===== config.mk =====
export PLATFORM = sky130hd
export DESIGN_NAME = alu_mul_seq
export DESIGN_NICKNAME = d
export VERILOG_FILES = /design/src/rtl/alu_pkg.sv /design/src/rtl/alu_mul_seq.sv
export SDC_FILE = /design/constraint.sdc
export NUM_CORES = 1
export LEC_CHECK = 0
export BUFFER_PORTS_ARGS = -buffer_cell sky130_fd_sc_hd__buf_2
export CAP_MARGIN = 0
export CORE_MARGIN = 1
export CORE_UTILIZATION = 46
export DETAILED_ROUTE_END_ITERATION = 16
export HOLD_SLACK_MARGIN = 0.05
export PLACE_DENSITY = 0.76
export SYNTH_ARGS = -nofsm -noshare
export SYNTH_HDL_FRONTEND = slang
export SYNTH_SLANG_ARGS = --single-unit

===== constraint.sdc =====
create_clock -name clk -period 1.9 [get_ports clk]
set_clock_uncertainty 0.15 [all_clocks]
set_input_delay 0.19 -clock clk [delete_from_list [all_inputs] [get_ports clk]]
set_output_delay 0.19 -clock clk [all_outputs]
set_load 0.005 [all_outputs]

===== src/rtl/alu_pkg.sv =====
// Shared definitions for the datapath ALU and the multiply sequencer.
//   ALU_* : 3-bit ALU control codes
//   seq_state_t : multiply sequencer state encoding
package alu_pkg;

  localparam logic [2:0] ALU_AND    = 3'd0;
  localparam logic [2:0] ALU_OR     = 3'd1;
  localparam logic [2:0] ALU_ADD    = 3'd2;
  localparam logic [2:0] ALU_SUB    = 3'd3;
  localparam logic [2:0] ALU_NOT    = 3'd4;
  localparam logic [2:0] ALU_PASS_A = 3'd5;
  localparam logic [2:0] ALU_PASS_B = 3'd6;

  typedef enum logic [1:0] {
    SEQ_IDLE = 2'd0,
    SEQ_RUN  = 2'd1,
    SEQ_DONE = 2'd2
  } seq_state_t;

endpackage


===== src/rtl/alu_mul_seq.sv =====
// Multi-cycle shift-and-add multiply sequencer driving the shared ALU.
// Forms the low W bits of a*b; every addition goes through the external ALU.
//
//   state | meaning
//   IDLE  | waiting for start, ALU parked on pass-A of zero
//   RUN   | one partial-product add (or skip) per cycle
//   DONE  | product valid, done pulse, back to IDLE
//
//   clk, rst_n            : clock, async active-low reset
//   start, a, b           : request and operands (latched on acceptance)
//   busy, done, product   : status and low-W result
//   alu_a, alu_b, alu_ctrl: drive to the shared ALU
//   alu_y                 : ALU result
module alu_mul_seq
  import alu_pkg::*;
#(
  parameter int W     = 16,
  parameter int CNT_W = 5
) (
  input  logic         clk,
  input  logic         rst_n,
  input  logic         start,
  input  logic [W-1:0] a,
  input  logic [W-1:0] b,
  output logic         busy,
  output logic         done,
  output logic [W-1:0] product,
  output logic [W-1:0] alu_a,
  output logic [W-1:0] alu_b,
  output logic [2:0]   alu_ctrl,
  input  logic [W-1:0] alu_y
);

  seq_state_t       r_state, w_state_next;
  logic [W-1:0]     r_acc, w_acc_next;
  logic [W-1:0]     r_mcand, w_mcand_next;
  logic [W-1:0]     r_mplier, w_mplier_next;
  logic [CNT_W-1:0] r_cnt, w_cnt_next;
  logic [W-1:0]     r_product;

  // ALU drive kept in its own process so the alu_y feedback path is clearly acyclic.
  always_comb begin
    alu_a    = '0;
    alu_b    = '0;
    alu_ctrl = ALU_PASS_A;
    if (r_state == SEQ_RUN) begin
      alu_a    = r_acc;
      alu_b    = r_mcand;
      alu_ctrl = r_mplier[0] ? ALU_ADD : ALU_PASS_A;
    end
  end

  always_comb begin
    w_state_next  = r_state;
    w_acc_next    = r_acc;
    w_mcand_next  = r_mcand;
    w_mplier_next = r_mplier;
    w_cnt_next    = r_cnt;
    case (r_state)
      SEQ_IDLE: begin
        if (start) begin
          w_acc_next    = '0;
          w_mcand_next  = a;
          w_mplier_next = b;
          w_cnt_next    = '0;
          w_state_next  = (b == '0) ? SEQ_DONE : SEQ_RUN;
        end
      end
      SEQ_RUN: begin
        if (r_mplier[0]) w_acc_next = alu_y;
        w_mcand_next  = r_mcand << 1;
        w_mplier_next = r_mplier >> 1;
        w_cnt_next    = r_cnt + CNT_W'(1);
        // Stop early once no multiplier bits remain.
        if ((r_mplier >> 1) == '0 || r_cnt == CNT_W'(W - 1))
          w_state_next = SEQ_DONE;
      end
      SEQ_DONE: w_state_next = SEQ_IDLE;
      default:  w_state_next = SEQ_IDLE;
    endcase
  end

  always_ff @(posedge clk or negedge rst_n) begin
    if (!rst_n) begin
      r_state   <= SEQ_IDLE;
      r_acc     <= '0;
      r_mcand   <= '0;
      r_mplier  <= '0;
      r_cnt     <= '0;
      r_product <= '0;
    end else begin
      r_state  <= w_state_next;
      r_acc    <= w_acc_next;
      r_mcand  <= w_mcand_next;
      r_mplier <= w_mplier_next;
      r_cnt    <= w_cnt_next;
      // Capture on entry to DONE so product is valid in the same cycle as done.
      if (w_state_next == SEQ_DONE && r_state != SEQ_DONE)
        r_product <= w_acc_next;
    end
  end

  assign busy    = (r_state != SEQ_IDLE);
  assign done    = (r_state == SEQ_DONE);
  assign product = r_product;

endmodule


==> impl_metrics.py, run 1 <==
metrics = {
    "floorplan": {
        "fp.coreArea_mm2": 0.00691,
        "dieHeight_um": 87.5,
        "die_w_um": 87.5,
        "die_area_mm2": 0.00765,
        "ioPinCount": 104,
        "fp-row-count": 30,
        "start_util": 0.487,
    },
    "finish": {
        "nNetsFinal": 547,
        "drive_gt1_frac": 0.429,
        "syn_to_final_growth_pct": 56.9,
        "diodes": 0,
    },
    "clock_tree": {
        "clockBufferDepth": 2,
        "numCtsBuffers": 9,
        "clock-sinks": 71,
        "htreeDepth": 3,
        "cts_tree": "built",
        "root_buffer": "clkbuf_8",
        "clk_latency_ns": 0.35,
        "clk_pin_slew_worst_paths_ns": 0.08,
    },
    "setup_path": {
        "end_kind": "flip-flop",
        "slowest_delay_ns": 0.43,
        "cp.arrival_ns": 2.08,
        "cp_max_fo": 17,
        "r2r-start": "r_mplier[4]",
        "criticalPathCategory": "reg -> reg",
        "critPathSlowestCell": "dfrtp_1",
        "rr_endpoint": "product[0]",
        "ff2ff_path_depth": 5,
        "worstSetupStartpointType": "flip-flop",
        "reg2reg_slack_ns": -0.1,
        "required_ns": 1.98,
        "path_cells": "nor4_4 > a41oi_4 > o22ai_4 > buf_12 > mux2_2",
    },
    "synth": {
        "seq_area_frac_synth": 0.529,
        "async_reset_ff_frac": 1.00,
        "synthFlopType": "dfrtp_1",
        "ys_ff_latch": 71,
        "synth_top_area_share": 0.529,
        "synth_commonest_cells": "dfrtp_1, o21ai_0, a21oi_1, and2_1, nand2_1",
        "synth_cell_types": 34,
        "syn_area_mm2": 0.00336,
        "syn-num-nets": 369,
        "synth_top_area_cell": "dfrtp_1",
        "avgSynthCellArea_um2": 10.6,
        "synth_edf_count": 0,
        "yosysMostFrequentCell": "dfrtp_1",
        "synthCells": 316,
        "synth_area_leaders": "dfrtp_1, and2_1, o21ai_0",
        "yosys_warnings": 0,
    },
    "routing": {
        "ant_nets": 0,
        "dr.pass1.iters": 4,
        "wl_per_cell_um": 17.1,
        "via_per_inst": 5.39,
        "num_vias": 3206,
        "first_iter_violations": 158,
        "drcViolationCount": 0,
        "routed_wl_mm": 10.2,
    },
    "power_and_ir_drop": {
        "pwr-share-clk": 0.160,
        "p_sw_frac": 0.350,
        "seq_power_share": 0.319,
        "p_switching_mw": 2.89,
        "p_leak_nw": 2.53,
        "p_comb_frac": 0.521,
        "ir_worst_vdd_uv": 935,
        "pwr_density_cell_mw_per_mm2": 1560,
        "p_int_mw": 5.37,
    },
    "status": {
        "violations": "negative setup slack",
        "status": "finished with violations",
    },
    "timing": {
        "setup_viol": 16,
        "fmax_mhz": 501,
        "fin_crit_ns": 2.00,
        "holdWs_ns": 0.0793,
        "rsz0062_at_grt": "yes",
        "drv_slew": 0,
        "tightest_slew_ns": 0.406,
        "relSlewSlack": 0.727,
        "finalCritPeriodShare": 1.05,
        "hold_violations": 0,
        "worst_slack_ns": -0.0959,
    },
    "placement": {
        "gp_congestion": 0.800,
        "hpwl_mm": 5.35,
        "placement.io_buffers": 103,
        "place_ws_ns": -0.0619,
    },
    "flow_run": {
        "cap_violations": 0,
    },
    "worst_hold_path": {
        "whs_endpoint": "r_mplier[13]",
        "hp-start": "b[13]",
        "worstHoldPathCells": 3,
        "hp-class": "in -> reg",
    },
    "global_route": {
        "grt_pass1_vias": 2922,
        "antenna_found_initial": 0,
        "grt_overflow": 0,
        "grt_max_degree": 72,
        "grt_pass1_wl_mm": 14.1,
        "grt_usage": 0.245,
    },
}
## layer usage
| layer | GRT usage | vias up | part of all wire |
|---|---|---|---|
| met3 | 0.0749 | 24 | 0.051 |
| met5 | 0 | - | 0 |
| met1 | 0.324 | 1574 | 0.42 |
| met2 | 0.381 | 130 | 0.50 |
| met4 | 0.0924 | 0 | 0.024 |
| li1 | - | 1478 | - |
## stage by stage
step | instance area (um2) | total power, mW | TNS, ns | util | instances
CTS | 4900 | 7.25 | -1.07 | 0.710 | 582
finish | 5270 | 8.25 | -1.14 | 0.764 | 595
global placement | 4200 | 5.70 | -0.324 | 0.608 | 518
global route | 5270 | 8.71 | -3.66 | 0.764 | 595
detailed placement | 4200 | 5.80 | -0.869 | 0.608 | 518
floorplan | 3440 | 4.51 | -0.560 | - | 316
## how the worst max path moves through the flow
stage | depth (start not counted) | endpoint | start | slack, ns
final | 5 | product[0] | r_mplier[4] | -0.1
after global routing | 5 | product[0] | r_mplier[4] | -0.16
after CTS | 7 | product[9] | r_cnt[1] | -0.08
after detailed placement | 5 | product[15] | r_mplier[4] | -0.06
after global placement | 7 | product[13] | r_cnt[1] | -0.03
after floorplan | 7 | product[10] | r_cnt[0] | -0.06
## kinds of logic after synthesis
family / count (synthesis) / synth area share
AOI/OAI and AO/OA: 106 / 0.196
adders and majority gates: 2 / 0.00744
buffers and inverters: 28 / 0.0447
DFF: 71 / 0.529
muxes: 17 / 0.0666
and+or+nand+nor: 92 / 0.156
## power groups by stage
stage / Sequential [mW] / Clock, mW / Combinational (mW)
global route: 2.70 / 1.40 / 4.62
finish: 2.63 / 1.32 / 4.30
detailed placement: 2.60 / 0 / 3.20
CTS: 2.59 / 1.34 / 3.32
global placement: 2.59 / 0 / 3.11
floorplan: 2.55 / 0 / 1.96
## worst max-delay path, delay by kind of cell, from the launching register on
kind	cells	cell delay, ns
DFF	1	0.43
and+or+nand+nor	1	0.35
muxes	1	0.36
buffers and inverters	1	0.20
AOI/OAI and AO/OA	2	0.40
## layout by cell type (no fill, tap or decap), drive strengths merged
| cell type | Yosys | layout |
|---|---|---|
| or2 | 2 | 2 |
| nor2b | 20 | 20 |
| a21oi | 33 | 33 |
| o21bai | 1 | 1 |
| and2 | 33 | 33 |
| a22oi | 15 | 15 |
| nand4 | 1 | 1 |
| mux2i | 1 | 1 |
| buf | 12 | 143 |
| o22ai | 1 | 1 |
| inv | 2 | 2 |
| mux2 | 16 | 16 |
| nand3 | 1 | 1 |
| dfrtp | 71 | 71 |
| ha | 2 | 2 |
| a22o | 18 | 18 |
| nor3 | 2 | 2 |
| nor4 | 7 | 7 |
| o21ai | 36 | 36 |
| dlygate4sd3 | 0 | 48 |
| nand3b | 1 | 1 |
| bufinv | 0 | 2 |
| clkinv | 0 | 3 |
| a21o | 1 | 1 |
| nor2 | 1 | 1 |
| a41oi | 1 | 1 |
| clkbuf | 14 | 13 |
| nand2 | 21 | 21 |
| nand2b | 2 | 2 |
| and3 | 1 | 1 |
## cell type report
| cell class | count | area (um2) |
|---|---|---|
| flip-flops and latches | 71 | 1780 |
| inverters | 2 | 7.51 |
| multi-input cells | 217 | 1590 |
| repair buffers | 193 | 1570 |
| clock buffers | 11 | 131 |
| fillers | 448 | 1630 |
| well taps | 96 | 120 |
| clock inverters | 5 | 82.6 |
## state kept, by name, indices dropped and copies added (netlist names)
signal    flops
r_mcand      16
r_acc        16
r_mplier     16
r_cnt         5
product      16
r_state       2
## what timing repair did
item / CTS / global route
resized for setup: 3 / 55
pin swaps: 0 / 14
hold buffers: 48 / 0
setup endpoints to repair: 48 / 48
hold endpoints to repair: 118 / 0
cloned: 0 / 4
buffers inserted: 0 / 9
Note: power is estimated with default switching activity, not from simulation.
==> run 2: changes to the inputs <==
--- a/config.mk
+++ b/config.mk
@@ -12,6 +12,7 @@
 export DETAILED_ROUTE_END_ITERATION = 16
 export HOLD_SLACK_MARGIN = 0.05
 export PLACE_DENSITY = 0.76
+export SETUP_SLACK_MARGIN = 0.02
 export SYNTH_ARGS = -nofsm -noshare
 export SYNTH_HDL_FRONTEND = slang
 export SYNTH_SLANG_ARGS = --single-unit
==> run 2 against run 1 <==
The run still ends with negative setup slack left. Core utilization grew 0.85 points. Power grew 2.5%. Routed wire length grew 5.6%. First-iteration DRC count grew 14%. Sequential share of layout area shrank 0.37 points. Via count shrank 0.44%. Clock power is essentially flat. Cell count grew 0.50%. Flip-flop and latch count is the same. Critical path depth is the same. Sequential power is essentially flat.
==> impl_metrics.py, run 2 (synthesis results as in run 1) <==
metrics = {
    "setup_path": {
        "cp.arrival_ns": 2.10,
        "cpLargestDelayFamily": "flip-flops",
        "required_ns": 1.99,
        "critPathSlowestCell": "dfrtp_1",
        "path_cells": "nor4_4 > a41oi_4 > o22ai_4 > buf_12 > mux2_2",
        "cp_max_fo": 17,
        "reg2reg_slack_ns": -0.11,
        "slowest_delay_ns": 0.43,
        "worstSetupStartpointType": "flip-flop",
        "criticalPathCategory": "reg -> reg",
        "critPathBufInv": 1,
        "end_kind": "flip-flop",
    },
    "timing": {
        "drv_slew": 0,
        "tightest_slew_ns": 0.395,
        "fin_crit_ns": 2.01,
        "fmax_mhz": 499,
        "worst_slack_ns": -0.105,
        "finalCritPeriodShare": 1.06,
        "rsz0062_at_grt": "yes",
        "setup_viol": 40,
        "relSlewSlack": 0.736,
        "hold_violations": 0,
    },
    "finish": {
        "diodes": 0,
        "drive_gt1_frac": 0.432,
        "fillCellCount": 437,
        "syn_to_final_growth_pct": 58.7,
        "layout_common_cells": "buf_2, dfrtp_1, dlygate4sd3_1",
        "final_util": 0.772,
        "nNetsFinal": 550,
        "layout_commonest_cell": "buf_2",
    },
    "status": {
        "violations": "negative setup slack",
        "status": "finished with violations",
    },
    "routing": {
        "wl_per_cell_um": 18.0,
        "drcViolationCount": 0,
        "dr.pass1.iters": 4,
        "num_vias": 3192,
        "ant_nets": 0,
        "via_per_inst": 5.34,
        "routed_wl_mm": 10.7,
        "first_iter_violations": 180,
    },
    "floorplan": {
        "dieHeight_um": 87.5,
        "start_util": 0.487,
        "die_w_um": 87.5,
        "die_area_mm2": 0.00765,
        "fp-row-count": 30,
        "ioPinCount": 104,
        "fp.coreArea_mm2": 0.00691,
    },
    "worst_hold_path": {
        "hp-class": "in -> reg",
    },
    "global_route": {
        "grt_overflow": 0,
        "grt_usage": 0.245,
        "grt_pass1_vias": 2922,
        "grt_max_degree": 72,
        "grt_pass1_wl_mm": 14.1,
        "antenna_found_initial": 0,
    },
    "power_and_ir_drop": {
        "p_int_mw": 5.46,
        "p_sw_frac": 0.354,
        "ir_worst_vdd_uv": 943,
        "power.total_mw": 8.45,
        "pwr_density_cell_mw_per_mm2": 1590,
        "seq_power_share": 0.313,
        "p_comb_frac": 0.529,
        "p_switching_mw": 2.99,
        "pwr-share-clk": 0.158,
        "p_leak_nw": 2.56,
    },
    "clock_tree": {
        "numCtsBuffers": 9,
        "root_buffer": "clkbuf_8",
        "clk_pin_slew_worst_paths_ns": 0.08,
        "clockBufferDepth": 2,
        "cts_tree": "built",
        "clk_latency_ns": 0.35,
        "htreeDepth": 3,
        "clock-sinks": 71,
    },
    "placement": {
        "gp_congestion": 0.800,
        "placement.io_buffers": 103,
        "hpwl_mm": 5.35,
    },
    "flow_run": {
        "cap_violations": 0,
    },
}
## run 2: cell count changes in the layout (fill, tap and decap cells not counted), sizes merged
cell,change
buf,+2
clkbuf,+1
## run 2: routing by layer
metal,global-route usage,vias to the layer above,wire [um]
met5,0,-,0
met4,0.0924,0,252
met3,0.0749,24,591
met2,0.381,122,5430
met1,0.324,1566,4470
li1,-,1480,-
## run 2: through the flow
stage | setup slack (ns) | instances | hold slack [ns] | TNS [ns] | cell area, um2
floorplan | -0.0622 | 316 | -0.256 | -0.560 | 3440
detailed placement | -0.0619 | 518 | 0.0966 | -0.869 | 4200
global route | -0.163 | 598 | 0.0991 | -3.80 | 5330
CTS | -0.0812 | 582 | 0.0557 | -1.07 | 4900
global placement | -0.0286 | 518 | 0.0933 | -0.324 | 4200
finish | -0.105 | 598 | 0.0759 | -1.72 | 5330
## run 2: path summary, 6_finish.rpt
kind / from / endpoint / depth (start not counted)
max: r_mplier[4] / product[0] / 5
min: b[13] / r_mplier[13] / 3
max reg2reg: r_mplier[4] / product[0] / 5
min reg2reg: r_mcand[15] / r_mcand[15] / 2
max in group asynchronous: rst_n / r_mplier[2] / 3
min in group asynchronous: rst_n / r_mplier[12] / 3
## run 2: layout make-up
class,instances,area (um2),area share
inverter,2,10.0,0.00188
clock buffer,11,131,0.0246
multi-input combinational,217,1590,0.298
clock inverter,5,82.6,0.0155
tap,96,120,0.0225
timing repair buffer,196,1620,0.305
sequential,71,1780,0.333
## run 2: what timing repair did
item / in CTS / in global routing
endpoints found under the setup margin: 48 / 50
hold buffers: 48 / 0
pin swaps: 0 / 14
cloned: 0 / 5
resized for setup: 3 / 59
buffers inserted: 0 / 11
hold endpoints to repair: 118 / 0
## run 2: power by group through the flow
stage / Clock [mW] / Combinational, mW / Sequential (mW)
final: 1.34 / 4.47 / 2.64
after global routing: 1.40 / 4.77 / 2.70
after CTS: 1.34 / 3.32 / 2.59
after detailed placement: 0 / 3.20 / 2.60
after global placement: 0 / 3.11 / 2.59
after floorplan: 0 / 1.96 / 2.55
## run 2: worst register-to-register path, delay by kind of cell, from the launching register on
family	cells	cell delay [ns]
flops	1	0.43
mux	1	0.36
compound gates	2	0.40
buf+inv	1	0.20
simple gates	1	0.36
